File: config.mk
export PLATFORM = sky130hd
export DESIGN_NAME = histogram_accum
export DESIGN_NICKNAME = d
export VERILOG_FILES = /design/src/rtl/histogram_accum.sv
export SDC_FILE = /design/constraint.sdc
export NUM_CORES = 1
export LEC_CHECK = 0
export BUFFER_PORTS_ARGS = -buffer_cell sky130_fd_sc_hd__buf_2
export CAP_MARGIN = 5
export CORE_ASPECT_RATIO = 0.8
export CORE_MARGIN = 3
export CORE_UTILIZATION = 50
export DETAILED_ROUTE_END_ITERATION = 7
export PLACE_DENSITY = 0.75
export REMOVE_ABC_BUFFERS = 1
export SYNTH_ARGS = -nofsm -noshare
export SYNTH_HDL_FRONTEND = slang
export SYNTH_SLANG_ARGS = --single-unit
File: constraint.sdc
create_clock -name clk -period 5.5 [get_ports clk]
set_input_delay 0.825 -clock clk [delete_from_list [all_inputs] [get_ports clk]]
set_output_delay 0.825 -clock clk [all_outputs]
set_load 0.01 [all_outputs]
File: src/rtl/histogram_accum.sv
// Histogram bin-update stage: clear sweep, then pipelined read-modify-write increment of bin[pixel].
// Port 2 of the bin RAM is read-only (rd_addr), port 1 is write-only; a one-deep forward covers back-to-back same-bin hits.
module histogram_accum #(
  parameter int ADDR_W = 10,
  parameter int DATA_W = 32
) (
  input  logic              clk,
  input  logic              rst,
  input  logic              frame_start,
  input  logic              frame_end,
  input  logic              pix_valid,
  input  logic [ADDR_W-1:0] pix_data,
  output logic              pix_ready,
  output logic [ADDR_W-1:0] rd_addr,
  input  logic [DATA_W-1:0] rd_data,
  output logic              wr_en,
  output logic [ADDR_W-1:0] wr_addr,
  output logic [DATA_W-1:0] wr_data,
  output logic              busy,
  output logic              hist_ready,
  output logic              sat_flag,
  output logic [DATA_W-1:0] pix_count
);

  typedef enum logic [2:0] {S_IDLE, S_CLEAR, S_ACCUM, S_FLUSH, S_DONE} state_t;

  state_t              state_q, state_d;
  logic [ADDR_W-1:0]   clr_cnt_q, clr_cnt_d;
  logic                s1_valid_q, s1_valid_d;
  logic [ADDR_W-1:0]   s1_addr_q, s1_addr_d;
  logic                fwd_valid_q, fwd_valid_d;
  logic [ADDR_W-1:0]   fwd_addr_q, fwd_addr_d;
  logic [DATA_W-1:0]   fwd_data_q, fwd_data_d;
  logic                sat_q, sat_d;
  logic [DATA_W-1:0]   cnt_q, cnt_d;
  logic                accept, s1_wr;
  logic [DATA_W-1:0]   base, incr;

  // The RAM read for this pixel was sampled on the edge that committed the previous write.
  assign base = (fwd_valid_q && (fwd_addr_q == s1_addr_q)) ? fwd_data_q : rd_data;
  assign incr = (base == '1) ? base : base + 1'b1;

  assign rd_addr    = pix_data;
  assign sat_flag   = sat_q;
  assign pix_count  = cnt_q;

  always_comb begin
    state_d     = state_q;
    clr_cnt_d   = clr_cnt_q;
    s1_valid_d  = 1'b0;
    s1_addr_d   = s1_addr_q;
    fwd_valid_d = 1'b0;
    fwd_addr_d  = s1_addr_q;
    sat_d       = sat_q;
    cnt_d       = cnt_q;
    wr_en       = 1'b0;
    wr_addr     = '0;
    wr_data     = '0;
    pix_ready   = 1'b0;
    busy        = 1'b0;
    hist_ready  = 1'b0;
    accept      = 1'b0;
    s1_wr       = 1'b0;

    case (state_q)
      S_IDLE: ;
      S_CLEAR: begin
        busy      = 1'b1;
        wr_en     = 1'b1;
        wr_addr   = clr_cnt_q;
        clr_cnt_d = clr_cnt_q + 1'b1;
        if (clr_cnt_q == '1) state_d = S_ACCUM;
      end
      S_ACCUM: begin
        busy      = 1'b1;
        pix_ready = 1'b1;
        accept    = pix_valid;
        s1_wr     = s1_valid_q && !frame_start;
        if (frame_end) state_d = S_FLUSH;
      end
      S_FLUSH: begin
        busy    = 1'b1;
        s1_wr   = s1_valid_q;
        state_d = S_DONE;
      end
      S_DONE: begin
        hist_ready = !frame_start;
        state_d    = S_IDLE;
      end
      default: state_d = S_IDLE;
    endcase

    if (s1_wr) begin
      wr_en       = 1'b1;
      wr_addr     = s1_addr_q;
      wr_data     = incr;
      fwd_valid_d = 1'b1;
      if (base == '1) sat_d = 1'b1;
    end

    if (accept) begin
      s1_valid_d = 1'b1;
      s1_addr_d  = pix_data;
      if (cnt_q != '1) cnt_d = cnt_q + 1'b1;
    end

    // A new frame always restarts the sweep from bin 0 and drops any in-flight pixel.
    if (frame_start) begin
      state_d     = S_CLEAR;
      clr_cnt_d   = '0;
      s1_valid_d  = 1'b0;
      fwd_valid_d = 1'b0;
      sat_d       = 1'b0;
      cnt_d       = '0;
    end
  end

  assign fwd_data_d = wr_data;

  always_ff @(posedge clk) begin
    if (rst) begin
      state_q     <= S_IDLE;
      clr_cnt_q   <= '0;
      s1_valid_q  <= 1'b0;
      s1_addr_q   <= '0;
      fwd_valid_q <= 1'b0;
      fwd_addr_q  <= '0;
      fwd_data_q  <= '0;
      sat_q       <= 1'b0;
      cnt_q       <= '0;
    end else begin
      state_q     <= state_d;
      clr_cnt_q   <= clr_cnt_d;
      s1_valid_q  <= s1_valid_d;
      s1_addr_q   <= s1_addr_d;
      fwd_valid_q <= fwd_valid_d;
      fwd_addr_q  <= fwd_addr_d;
      fwd_data_q  <= fwd_data_d;
      sat_q       <= sat_d;
      cnt_q       <= cnt_d;
    end
  end

endmodule

==> summary by stage, run 1 <==
Cells and area
For this run, the number of standard cells in the final layout without fillers is just under 1000. Leaving out fill and tap cells, the most frequent cells in the layout are 135 x buf_2, 104 x nor2_1, 100 x dfxtp_1. With fillers left out, the area of the finished cells amounts to 0.00688 mm². The final standard cell utilization of the core is 0.615. Relative to the synthesized area, the layout overhead comes to 16.8%. The most common cell after layout, fill and taps aside is buf_2. The post-layout net count is around 890. The ratio of cells with drive above 1 in the final layout is 0.218. The total of fill cells in the finished design is just under 1000. The number of antenna diodes is 0.

Clock tree
No sink is reached through more buffers than the 2 on the longest clock path. The number of H-tree levels is 3. The TritonCTS buffer count is 9. Counting every sink on the clock net gives 100.

The tree is rooted in a clkbuf_16. Buffers inserted to repair hold after CTS numbered 0. The number of setup buffers added after CTS is 0. The insertion delay to the later sink of the worst-skew pair is roughly 350 ps. TritonCTS built the clock tree.

After clock tree synthesis, the clock-pin slew on the worst setup and hold paths is ~70 ps. In this run, post-CTS repair resized a total of 0 instances.

Run status
The flow ran to the end, and the final reports show no timing, DRC or antenna violations.

Synth
The register bit count reported by yosys is 100. The Yosys warning count is 0. Among all flip-flop cells after synthesis, the most frequent one is dfxtp_1. The number of standard cells after synthesis is ~730. The number of distinct library cells after synthesis is 52. The number of enable-type register cells in the synthesized netlist is 0. The synthesized area per cell is 8.06 µm².

In the synthesized netlist the async set-or-reset flop fraction comes to 0. The part of the Yosys area used for sequential elements is 0.340. The netlist area before placement is between 0.005 and 0.006 mm².

Worst setup path
The kind of capture point of the worst setup path is an output port. The combined buffer and inverter count along the critical path is 1. The worst setup path is of the reg2out kind. Traced cell by cell, the critical path runs through xnor2_1 > nand2_1 > nor4_4 > mux2_2 > ha_1 > and3_1 > nand3_1 > and4b_1 > mux2i_1 > or4b_4 > a211oi_4 > mux2i_1 > buf_2. The slowest library cell on the worst path is nor4_4. The delay contributed by the slowest stage of the critical path is about 540 ps. The endpoint of the most critical register-to-register path is fwd_data_q[29]. Among the stages of the critical path, the cell type that occurs most often is mux2i_1. The reg-to-reg startpoint is fwd_addr_d[1]. For the worst flop-to-flop path, the logic depth is 12. For flop-to-flop paths, the worst setup slack is about 1600 ps. Along the worst path, the maximum fanout reaches 6. Data on the critical path arrives at its endpoint at ~4300 ps.

For the worst setup path, the data required time is 4680 ps. The startpoint type of the worst setup path is a flip-flop. The cell type group with the largest total delay on the critical path is simple AND/OR/NAND/NOR gates.

Timing
The slew at the pin with the worst max-slew slack is approximately 1100 ps. The worst clock skew on the final layout is roughly 8.0 ps. The number of setup violations in the final report is 0. The count of pins over their slew limit came to 0.

Setup repair after global routing left no endpoint under its margin. The final hold violation count is 0. Headroom to the max-slew limit came out at 0.271.

The fmax is ~200 MHz. The post-layout minimum cycle time is about 5100 ps. Of the available clock period, the critical path in the final layout requires 0.928.

Die
From left edge to right edge, the die measures between 100 and 150 µm. The I/O pin count is about 140. In this run the core area contains 34 standard-cell rows.

The initial cell density of the core is 0.527. In this run the vertical extent of the chip is 103 µm. The core region is about 0.011 mm². The floorplan die area is ~0.013 mm².

Power and ir drop
For this design the ratio of total power to cell area is about 220 mW/mm². The post-layout total power is 1.49 mW. The worst-case IR drop observed on VDD is about 0.16 mV. The leakage dissipation is around 2.7 nW.

GRT
The met1 track demand over resource in global routing is 0.351. The pin count of the biggest net entering global routing is 48. The number of global-route vias before repair is between 5000 and 6000.

The met3 usage in global routing is 0.0508. The initial antenna violation count is 0. In the global route stage, overall resource usage came out at 0.251. The wire length of the first global-routing pass is between 20000 and 30000 µm. The most congested layer reported by global routing is met2. The met2 usage in global routing is 0.396.

For this run the aggregate overflow at the end of global routing stands at 0.

Detailed routing
The number of DRC markers after the initial detailed-route iteration is ~460. Once detail routing completed, the nets flagged for antenna violations numbered 0. The first-pass iteration count of the detailed router is 5. The average wire per standard cell is between 15 and 20 µm. The vias after detailed routing is roughly 5800. For this block, the routed nets add up to around 17000 µm of wire. The via density per instance is just under 6. After detailed routing, the number of remaining DRC violations is 0.

Place
The placed instances occupy a cell area of 0.00657 mm². The number of cells after detailed placement is 975. The HPWL after detailed placement is between 10000 and 15000 µm. The number of buffer cells added on primary ports is about 140. The weighted congestion reported at the end of routability-driven placement is approximately 0.89.

Worst hold path
The hold-critical path depth is 2. For hold timing, the worst endpoint is sat_flag. The worst hold path begins at sat_flag. In this run the worst hold path is classified as reg2reg.

Run
Max-cap violations in this run came to 0.
==> sequential cells by signal, summed over array words and instances, names as in the netlist <==
| register | count |
|---|---|
| s1_valid_q | 1 |
| fwd_data_q | 32 |
| fwd_addr_q | 10 |
| state_q | 3 |
| sat_flag | 1 |
| pix_count | 32 |
| clr_cnt_q | 10 |
| fwd_valid_q | 1 |
| fwd_addr_d | 10 |
==> where the power goes <==
group | internal, mW | switching [mW]
Clock | 0.373 | 0.297
Combinational | 0.0364 | 0.0550
Sequential | 0.724 | 0.00150
==> final cells by class <==
type	instances	area, µm²	area share
Sequential cell	100	2000	0.291
Clock buffer	11	243	0.0353
Tap cell	144	180	0.0262
Clock inverter	5	66.3	0.00964
Multi-Input combinational cell	586	3660	0.532
Inverter	6	22.5	0.00327
Timing Repair Buffer	139	706	0.103
==> cell usage after synthesis (all sizes together) (3+ instances only) <==
master / number / area [µm²]
nand4: 21 / 131
a211oi: 12 / 103
nor2b: 14 / 87.6
nor4: 14 / 103
ha: 3 / 37.5
nand2: 84 / 315
nand2b: 3 / 18.8
and2: 8 / 50.1
nand3: 27 / 135
inv: 6 / 22.5
clkbuf: 23 / 87.6
and4: 13 / 114
a21oi: 25 / 125
dfxtp: 100 / 2000
mux2: 15 / 173
a31oi: 4 / 25.0
a22o: 10 / 87.6
buf: 16 / 124
and3: 22 / 138
o21ai: 13 / 65.1
xor2: 25 / 219
nor3b: 4 / 30.0
mux2i: 41 / 410
o31a: 6 / 52.6
xnor2: 38 / 333
or3: 13 / 86.3
nor2: 104 / 390
or2: 9 / 56.3
nor3: 39 / 200
==> per-stage QoR <==
stage | setup TNS (ps) | hold WS [ps] | worst slack, ps
2_1_floorplan | -2700 | 463 | -329
3_3_place_gp | 0 | 448 | 985
3_5_place_dp | 0 | 478 | 834
4_1_cts | 0 | 509 | 383
5_1_grt | 0 | 544 | 167
6_report | 0 | 505 | 396
==> metal layers <==
metal / part of all wire / up-vias
li1: - / 2806
met1: 0.46 / 2717
met2: 0.44 / 256
met3: 0.091 / 24
met4: 0.013 / 0
met5: 0 / -
==> worst max-delay path by stage <==
stage,to,startpoint,depth (start not counted),slack (ps)
final,wr_data[31],fwd_addr_d[1],13,400
after global routing,wr_data[31],fwd_addr_d[8],13,170
after CTS,wr_data[31],fwd_addr_d[8],13,380
after detailed placement,wr_data[31],fwd_addr_d[2],13,830
after global placement,wr_data[31],fwd_addr_d[4],13,980
after floorplan,wr_data[31],fwd_addr_d[4],12,-330
==> tightest hold or removal path: stages (launching register included) <==
cell	delay (ps)
dfxtp_1	350
a21oi_1	50
nor2_1	70
==> kinds of logic after synthesis <==
family / count (synthesis) / synth area share
AND/OR/NAND/NOR: 383 / 0.328
flip-flops: 100 / 0.340
AO/OA/AOI/OAI: 81 / 0.0937
XOR/XNOR: 63 / 0.0937
multiplexers: 56 / 0.0990
buffers and inverters: 45 / 0.0397
adder cells (fa/ha/maj): 3 / 0.00637
(Power assumes the default switching activity.)
==> inputs of run 2 (changes only) <==
clock period = 6.5 ns   (was 5.5 ns; I/O delays follow)
==> run 2 against run 1 <==
Compared with the run above: clock skew rose by 1.6 ps; count of clock-buffer cells in the layout fell by 1; utilization fell by 0.13 points; critical path depth did not move; non-clock buffer count did not move; combinational power fell by 15%; largest cell class unchanged; highest routed layer unchanged.
==> summary by stage, run 2 (synthesis results as in run 1) <==
Run status
Run status: finished, final reports clean (unchanged).

Timing
For this run, the top clock speed supported by timing is between 150 and 200 MHz. The clock period could shrink to slightly above 5000 ps. The minimum hold slack is 489 ps (was 505 ps). The number of setup violations in the final report is 0 (unchanged). The slew at the pin with the worst max-slew slack is 1100 ps (was 1090 ps). Unrepaired setup endpoints after global routing: false (unchanged). The remaining max-slew budget at the tightest pin is 0.266 (was 0.271). The total negative setup slack is 0 ps (unchanged). The count of pins over their slew limit came to 0 (unchanged). The portion of the clock cycle consumed by the worst path in the final layout is 0.798. The final hold violation count is 0 (unchanged). The worst clock skew on the final layout is 9.62 ps (was 8.02 ps).

Worst setup path
The combined buffer and inverter count along the critical path is 1 (unchanged). The startpoint type of the worst setup path is a flip-flop (unchanged). Ordered cell list for the critical path: xnor2_1 > nand4_1 > nor4_4 > mux2_2 > ha_1 > and3_1 > nand3_1 > and4b_1 > mux2i_1 > or4b_4 > a211oi_4 > mux2i_1 > buf_2 (was xnor2_1 > nand2_1 > nor4_4 > mux2_2 > ha_1 > and3_1 > nand3_1 > and4b_1 > mux2i_1 > or4b_4 > a211oi_4 > mux2i_1 > buf_2). The kind of capture point of the worst setup path is an output port (unchanged). The required time of the worst setup path is 5520 ps (was 4680 ps). The cell repeated most along the worst path was mux2i_1 (unchanged). The critical path class was reg2out (unchanged). The delay contributed by the slowest stage of the critical path was 540 ps (about the same). The slowest library cell on the worst path was or4b_4 (was nor4_4). The largest driver fanout on the critical path is 6 (unchanged). The arrival time of data at the critical path endpoint came to 4210 ps (was 4280 ps). The cell type group with the largest total delay on the critical path is simple AND/OR/NAND/NOR gates (unchanged).

Power and ir drop
The power per cell area came to 179 mW/mm² (was 216 mW/mm²). The worst ir drop on vdd came to 0.128 mV (was 0.161 mV). The leakage dissipation was 2.66 nW (was 2.67 nW).

Die
The core footprint came to 0.0112 mm² (unchanged). The initial cell density of the core is 0.527 (unchanged). The cell row count is 34 (unchanged). The die boundary height was 103 µm (unchanged). The floorplan die area is 0.0131 mm² (unchanged). The die extent in x is 127 µm (unchanged). The I/O pin count is 136 (unchanged).

Place
The number of buffer cells added on primary ports is 135 (unchanged). The half-perimeter wire length after placement is 12300 µm (about the same). The weighted congestion reported at the end of routability-driven placement is 0.887 (about the same).

Clock tree
The sink count of the clock tree is 100 (unchanged). The CTS clock-pin slew for the worst setup and hold paths is 70 ps (about the same). The worst-case clock buffer depth is 2 (unchanged). The TritonCTS clock tree is yes (unchanged). The buffers inserted during post-CTS setup optimization came to 0 (unchanged). The number of H-tree levels is 3 (unchanged).

The TritonCTS buffer count is 9 (unchanged). The cell chosen for the clock root is clkbuf_16 (unchanged). The insertion delay to the later sink of the worst-skew pair is 350 ps (about the same).

The number of gates given a new drive strength after cts is 0 (unchanged). The post-cts hold buffer count came to 0 (unchanged).

Detailed routing
The number of DRC markers after the initial detailed-route iteration was 466 (was 456). The via density per instance was 5.88 (was 5.86). The remaining antenna violation count came to 0 (unchanged).

The total length of routed wires is 16600 µm (about the same). The first-pass iteration count of the detailed router is 5 (unchanged). The final routed DRC violation total is 0 (unchanged). The vias after detailed routing came to 5832 (was 5803). The average wire per standard cell is 16.7 µm (about the same).

Worst hold path
The path type of the worst min-delay path is reg2reg (unchanged).

Cells and area
The ratio of cells with drive above 1 in the final layout came to 0.220 (was 0.218). The area of combinational cells with multiple inputs came to 0.00366 mm² (unchanged). The final standard cell utilization of the core is 0.614 (was 0.615).

Top library cells by usage in the layout, fill and taps aside: 135 x buf_2, 104 x nor2_1, 100 x dfxtp_1 (unchanged). The total of fill cells in the finished design is 997 (was 973). The post-layout net count is 892 (unchanged). The number of antenna diodes was 0 (unchanged). The footprint of the flip-flops and latches is 0.00200 mm² (unchanged). The most common cell after layout, fill and taps aside is buf_2 (unchanged). The area growth from synthesis to layout is 16.5% (was 16.8%).

GRT
The wire length of the first global-routing pass is 26800 µm (was 27000 µm). The leftover overflow at the end of global routing was 0 (unchanged). The initial antenna violation count is 0 (unchanged). The number of global-route vias before repair came to 5363 (was 5482).

The total global-route track usage is 0.250 (was 0.251). The pin count of the biggest net entering global routing is 48 (unchanged).

Run
The max-cap violation count is 0 (unchanged).
run 2: worst reg2reg max path, cell delays in order (launching register included):
cell,delay (ps)
dfxtp_1,350
xnor2_1,240
nand4_1,170
nor4_4,490
mux2_2,420
ha_1,250
and3_1,210
nand3_1,140
and4b_1,260
mux2_4,380
or3_4,430
nor3b_1,290
nor3_1,100
run 2: final cells by class:
| class | instances | share of cell area |
|---|---|---|
| timing repair buffer | 139 | 0.103 |
| tap | 144 | 0.0262 |
| inverter | 6 | 0.00328 |
| clock inverter | 6 | 0.00802 |
| sequential | 100 | 0.292 |
| multi-input combinational | 586 | 0.533 |
| clock buffer | 10 | 0.0348 |
run 2: worst paths after layout:
check	from	end	slack (ps)	depth (start not counted)
hold / removal	sat_flag	sat_flag	490	2
setup reg to reg	fwd_addr_d[2]	fwd_data_q[29]	2650	12
hold reg to reg	sat_flag	sat_flag	490	2
setup / recovery	fwd_addr_d[2]	wr_data[31]	1310	13
run 2: where the power goes:
part	internal, mW	switching, mW	total, mW
clock	0.277	0.258	0.535
combinational	0.0308	0.0470	0.0778
sequential	0.613	0.00116	0.614
total	0.921	0.306	1.23
run 2: stage by stage:
stage,setup WS [ps],power [mW],cells,area [µm²]
after floorplan,521,0.665,692,5680
after global placement,1830,0.703,975,6570
after detailed placement,1710,0.704,975,6570
after CTS,1300,1.23,991,6860
after global routing,1020,1.27,991,6860
final,1310,1.23,991,6860
run 2: metal layers:
layer	GRT usage	up-vias	routed length [µm]	part of all wire
li1	-	2801	-	-
met1	0.359	2731	7590	0.46
met2	0.384	277	7300	0.44
met3	0.0585	23	1500	0.091
met4	0.0561	0	182	0.011
met5	0	-	0	0
